## config.mk

```make
export PLATFORM = sky130hd
export DESIGN_NAME = icache_refill
export DESIGN_NICKNAME = d
export VERILOG_FILES = /design/src/rtl/icache_refill_pkg.sv /design/src/rtl/icache_refill.sv
export SDC_FILE = /design/constraint.sdc
export NUM_CORES = 1
export LEC_CHECK = 0
export BUFFER_PORTS_ARGS = -buffer_cell sky130_fd_sc_hd__buf_2
export CORE_UTILIZATION = 41
export DETAILED_ROUTE_END_ITERATION = 6
export PLACE_DENSITY_LB_ADDON = 0.2
export RECOVER_POWER = 25
export SLEW_MARGIN = 15
export SYNTH_ARGS = -nofsm -noshare
export SYNTH_HDL_FRONTEND = slang
export SYNTH_SLANG_ARGS = --single-unit
```

## constraint.sdc

```tcl
create_clock -name clk -period 2.7 [get_ports clk]
set_clock_uncertainty 0.05 [all_clocks]
set_input_delay 0.135 -clock clk [delete_from_list [all_inputs] [get_ports clk]]
set_output_delay 0.135 -clock clk [all_outputs]
set_load 0.03 [all_outputs]
```

## src/rtl/icache_refill_pkg.sv

```systemverilog
// Cache geometry shared with the instruction cache, plus the line-refill FSM encoding.
package icache_refill_pkg;

    localparam int unsigned DEFAULT_CACHE_SIZE    = 1024;
    localparam int unsigned DEFAULT_BLOCK_SIZE    = 16;
    localparam int unsigned DEFAULT_ADDRESS_WIDTH = 32;

    function automatic int unsigned offset_width(input int unsigned block_size);
        return 32'($clog2(block_size));
    endfunction

    function automatic int unsigned index_width(input int unsigned cache_size,
                                                input int unsigned block_size);
        return 32'($clog2(cache_size / block_size));
    endfunction

    function automatic int unsigned tag_width(input int unsigned address_width,
                                              input int unsigned cache_size,
                                              input int unsigned block_size);
        return address_width - offset_width(block_size) - index_width(cache_size, block_size);
    endfunction

    typedef enum logic [1:0] {
        ST_IDLE  = 2'd0,
        ST_FETCH = 2'd1,
        ST_DRAIN = 2'd2,
        ST_FILL  = 2'd3
    } refill_state_e;

endpackage

```

## src/rtl/icache_refill.sv

```systemverilog
// Instruction-cache line refill: fetches one line byte-by-byte from memory and
// writes the assembled line into the cache with a single fill_we pulse.
module icache_refill
    import icache_refill_pkg::*;
#(
    parameter  int unsigned CACHE_SIZE    = DEFAULT_CACHE_SIZE,
    parameter  int unsigned BLOCK_SIZE    = DEFAULT_BLOCK_SIZE,
    parameter  int unsigned ADDRESS_WIDTH = DEFAULT_ADDRESS_WIDTH,
    localparam int unsigned OFFSET_WIDTH  = offset_width(BLOCK_SIZE),
    localparam int unsigned INDEX_WIDTH   = index_width(CACHE_SIZE, BLOCK_SIZE),
    localparam int unsigned TAG_WIDTH     = tag_width(ADDRESS_WIDTH, CACHE_SIZE, BLOCK_SIZE)
) (
    input  logic                     clk,
    input  logic                     rst_n,
    input  logic                     miss_valid,
    input  logic [ADDRESS_WIDTH-1:0] miss_addr,
    input  logic                     flush,
    output logic                     miss_ready,
    output logic                     mem_rd,
    output logic [ADDRESS_WIDTH-1:0] mem_a,
    input  logic [7:0]               mem_din,
    output logic                     fill_we,
    output logic [INDEX_WIDTH-1:0]   fill_index,
    output logic [TAG_WIDTH-1:0]     fill_tag,
    output logic [BLOCK_SIZE*8-1:0]  fill_data
);

    localparam int unsigned LINE_ADDR_WIDTH = ADDRESS_WIDTH - OFFSET_WIDTH;
    localparam int unsigned LINE_BITS       = BLOCK_SIZE * 8;
    localparam logic [OFFSET_WIDTH-1:0] LAST_BYTE = OFFSET_WIDTH'(BLOCK_SIZE - 1);

    refill_state_e              state_q, state_d;
    logic [OFFSET_WIDTH-1:0]    cnt_q, cnt_d;
    logic [LINE_ADDR_WIDTH-1:0] line_addr_q, line_addr_d;
    logic [LINE_BITS-1:0]       line_q, line_d;
    logic                       miss_ready_d;
    logic                       mem_rd_d;
    logic [ADDRESS_WIDTH-1:0]   mem_a_d;
    logic                       fill_we_q, fill_we_d;
    logic                       unused_offset;

    // Offset bits of the miss address are discarded: refills always start at the line base.
    assign unused_offset = ^miss_addr[OFFSET_WIDTH-1:0];

    always_ff @(posedge clk or negedge rst_n) begin
        if (!rst_n) begin
            state_q     <= ST_IDLE;
            cnt_q       <= '0;
            line_addr_q <= '0;
            line_q      <= '0;
            miss_ready  <= 1'b1;
            mem_rd      <= 1'b0;
            mem_a       <= '0;
            fill_we_q   <= 1'b0;
        end else begin
            state_q     <= state_d;
            cnt_q       <= cnt_d;
            line_addr_q <= line_addr_d;
            line_q      <= line_d;
            miss_ready  <= miss_ready_d;
            mem_rd      <= mem_rd_d;
            mem_a       <= mem_a_d;
            fill_we_q   <= fill_we_d;
        end
    end

    // Next state and datapath; read data trails its address by one cycle, hence DRAIN.
    always_comb begin
        state_d     = state_q;
        cnt_d       = cnt_q;
        line_addr_d = line_addr_q;
        line_d      = line_q;

        unique case (state_q)
            ST_IDLE: begin
                if (miss_valid && !flush) begin
                    state_d     = ST_FETCH;
                    line_addr_d = miss_addr[ADDRESS_WIDTH-1:OFFSET_WIDTH];
                    cnt_d       = '0;
                end
            end
            ST_FETCH: begin
                if (flush) begin
                    state_d = ST_IDLE;
                    cnt_d   = '0;
                end else begin
                    cnt_d = cnt_q + 1'b1;
                    if (cnt_q != '0) begin
                        line_d[{cnt_q - 1'b1, 3'b000} +: 8] = mem_din;
                    end
                    if (cnt_q == LAST_BYTE) begin
                        state_d = ST_DRAIN;
                    end
                end
            end
            ST_DRAIN: begin
                if (flush) begin
                    state_d = ST_IDLE;
                end else begin
                    line_d[{LAST_BYTE, 3'b000} +: 8] = mem_din;
                    state_d = ST_FILL;
                end
            end
            ST_FILL: begin
                state_d = ST_IDLE;
            end
            default: begin
                state_d = ST_IDLE;
            end
        endcase

        // Offset comes straight from cnt, so the address never carries into index/tag.
        miss_ready_d = (state_d == ST_IDLE);
        mem_rd_d     = (state_d == ST_FETCH);
        mem_a_d      = mem_rd_d ? {line_addr_d, cnt_d} : mem_a;
        fill_we_d    = (state_d == ST_FILL);
    end

    assign fill_we    = fill_we_q & ~flush;
    assign fill_index = line_addr_q[INDEX_WIDTH-1:0];
    assign fill_tag   = line_addr_q[LINE_ADDR_WIDTH-1 -: TAG_WIDTH];
    assign fill_data  = line_q;

endmodule

```

==> impl_results.md <==
- CP max stage cell: dfrtp_1
- Drt wl/cell: 17.8 µm
- Post-synthesis compound-gate area fraction: 0.0231
- Largest family of logic cells by synthesized area: multiplexers
- Clk slew on worst S/H paths: 70 ps
- RR Endpoint: fill_data[109]$_DFFE_PN0P_
- HP Class: primary input to register
- Multi-input gate area: 2950 µm²
- Number of synthesized flops with an enable pin: 0
- CTS tree: done
- Initial Util: 0.422
- Seq/Total Area, Yosys: 0.619
- Worst setup EP type: register
- Failing checks: max-capacitance violations, max-slew violations
- Hpwl dp: 13.9 mm
- Most common cell after layout, fill and taps aside: dfrtp_1
- Fraction of registers with async set or reset after synthesis: 1.00
- Yosys reg bits: 197
- Final Non-Filler Cells: 1098
- Avg Cell Area, Syn: 14.5 µm²
- Slew Limit Fails: 83
- Final setup viols: 0
- Largest net degree at the start of global routing: 84
- Final hold violation count: 0
- Drt initial violations: 205
- Multiplexer share of the synthesized area: 0.253
- P per Cell Area: 792 nW/µm²
- Design Power: 8.20 mW
- Sequential cell area: 4930 µm²
- I/O pin count: 235
- Worst reg2reg startpoint: cnt_q[0]$_DFF_PN0_
- Chip height: 141 µm
- CP peak stage delay: 380 ps
- Number of port buffers: 230
- Fmax achieved: 391 MHz
- DRC errors left: 0
- WP data arrival: 2810 ps
- Worst min-delay path endpoint: fill_data[5]$_DFFE_PN0P_
- Post-Synthesis Cells: 549
- VDD IR max: 0.591 mV
- Die ar.: 20000 µm²
- Area growth from synthesis to layout: 29.9%
- WHS Path Cells: 3
- Worst Reg-to-Reg Cells: 8
- Status: finished, violations left
- Tcrit/Tclk final: 0.947
- Drt via density: 4.88
- Clk buf depth: 2
- Core area: 18900 µm²
- Fin area: 10400 µm²
- Synth Area in Simple Gates: 0.0771
- Die W: 141 µm
- Initial antenna violation count: 0
- Layout cells sized above 1: 0.496
- Clk Latency, worst-skew pair: 420 ps
- Post-route ant nets: 0
- All-Layer GR Usage: 0.203
- CP cell instances: inv_1 > ha_1 > xor2_2 > o22ai_2 > xnor2_1 > nor3_2 > nand2_1 > mux2_2
- Maximum fanout along the worst path: 8
- Synth Area in XOR/XNOR: 0.00534
- Unrepaired setup endpoints after global routing: true
- DP Cell Count: 1035
- Cell variety after synth: 42
- Cell Area, Synth: 7970 µm²
- Adder-Cell Fraction of Synth Area: 0.00942
- Post-CTS setup buffer count: 0
- Most frequent cells in the layout: 196 x dfrtp_1, 178 x buf_2, 171 x mux2_2, 52 x clkbuf_1, 32 x nand2_1
- CTS root buf: clkbuf_16
- H-tree depth: 4
- Clock net sink count: 197
- CTS Buf Count: 17
- Number of global-route vias before repair: 5737
- Fillers: 1645
- Crit path required time: 2950 ps
- Worst slew pin tran: 2100 ps
- Hold path start: mem_din[5]
- Synth warn: 0
- Kind of critical path: register to register
- Worst setup SP type: register
- Grt ovf: 0
- LEAKAGE: 5.35 nW
- Ant diodes: 0
- Placer Congestion: 0.847
- Num rows: 50
- Slew headroom: -0.403
- Dpl cell area: 9490 µm²
- Minimum clock period: 2560 ps
- First-pass GRT wire length: 30.9 mm
- Nets: 875
- Syn Nets: 599
- Vias: 5360
- Synth Flop Type: dfrtp_1
- First-pass DRT Iterations: 4
- R2r setup slk: 140 ps
- Final wirelength: 19.5 mm
- Max-cap violation count: 1
==> timing repair <==
item	4_1_cts	5_1_grt
setup endpoints to repair	0	109
resized for setup	0	3
hold buffers	31	0
hold endpoints to repair	110	0
==> routing by layer <==
layer	part of all wire	track usage	up-vias
met2	0.51	0.354	144
met5	0	0	-
met3	0.052	0.0486	14
met4	0.011	0.0634	0
li1	-	-	2463
met1	0.43	0.248	2739
==> layout make-up <==
| type | instances | area share |
|---|---|---|
| clock buffers | 19 | 0.0428 |
| repair buffers | 273 | 0.146 |
| multi-input cells | 331 | 0.285 |
| well taps | 260 | 0.0314 |
| inverters | 5 | 0.00181 |
| flip-flops and latches | 197 | 0.476 |
| clock inverters | 13 | 0.0164 |
==> Yosys cell counts (3+ instances only) <==
cell,n,share of area
nand2_1,32,0.015
inv_1,5,0.0024
ha_1,6,0.0094
buf_2,4,0.0025
nor3b_1,3,0.0028
and2_1,27,0.021
buf_1,3,0.0014
a21oi_1,7,0.0044
mux2i_1,9,0.011
clkbuf_1,6,0.0028
dfrtp_1,196,0.62
nor2_2,3,0.0024
nor2_1,20,0.0094
mux2_2,171,0.24
nor2b_1,6,0.0047
nand2_2,5,0.0039
o21ai_0,14,0.0088
==> power by group <==
| group | switching [mW] | total, mW | internal [mW] |
|---|---|---|---|
| Clock | 1.13 | 2.63 | 1.50 |
| Combinational | 1.39 | 2.06 | 0.661 |
| Sequential | 0.191 | 3.51 | 3.32 |
| Total | 2.72 | 8.20 | 5.48 |
==> state kept, by name, summed over array words and instances (netlist names) <==
register     count
line_addr_q     28
fill_we_q        1
mem_rd           1
mem_a           32
miss_ready       1
state_q          2
fill_data      128
cnt_q            4
==> metrics by stage <==
step | setup TNS [ps] | hold WS, ps | utilization | setup WS, ps
after global routing | -7.16 | 15.3 | 0.548 | -6.12
after global placement | 0 | 179 | 0.502 | 135
after detailed placement | 0 | 197 | 0.502 | 69.3
after floorplan | 0 | -211 | - | 94.0
final | 0 | 15.9 | 0.548 | 142
after CTS | 0 | 6.39 | 0.551 | 44.9
==> kinds of logic (layout without fill, tap and decap cells) <==
| logic type | count (synthesis) | count (layout) |
|---|---|---|
| xor+xnor | 4 | 4 |
| compound gates | 28 | 28 |
| buf+inv | 21 | 310 |
| simple gates | 113 | 113 |
| flops | 197 | 197 |
| mux | 180 | 180 |
| fa+ha+maj | 6 | 6 |
==> worst max-delay path by stage <==
stage / from / endpoint / depth (start not counted)
5_1_grt: cnt_q[1]$_DFF_PN0_ / fill_data[111]$_DFFE_PN0P_ / 8
3_3_place_gp: cnt_q[0]$_DFF_PN0_ / fill_data[96]$_DFFE_PN0P_ / 8
4_1_cts: cnt_q[0]$_DFF_PN0_ / fill_data[101]$_DFFE_PN0P_ / 8
6_report: cnt_q[0]$_DFF_PN0_ / fill_data[109]$_DFFE_PN0P_ / 8
3_5_place_dp: cnt_q[0]$_DFF_PN0_ / fill_data[101]$_DFFE_PN0P_ / 8
2_1_floorplan: cnt_q[0]$_DFF_PN0_ / fill_data[72]$_DFFE_PN0P_ / 9
==> worst max-delay path, delay by kind of cell, from the launching register on <==
kind / cells / cell delay, ps
and+or+nand+nor: 2 / 660
xor gates and xnor gates: 2 / 420
DFF: 1 / 380
muxes: 1 / 370
adders and majority gates: 1 / 310
AOI/OAI and AO/OA: 1 / 150
buffers and inverters: 1 / 120
Note: power is estimated with default switching activity, not from simulation.
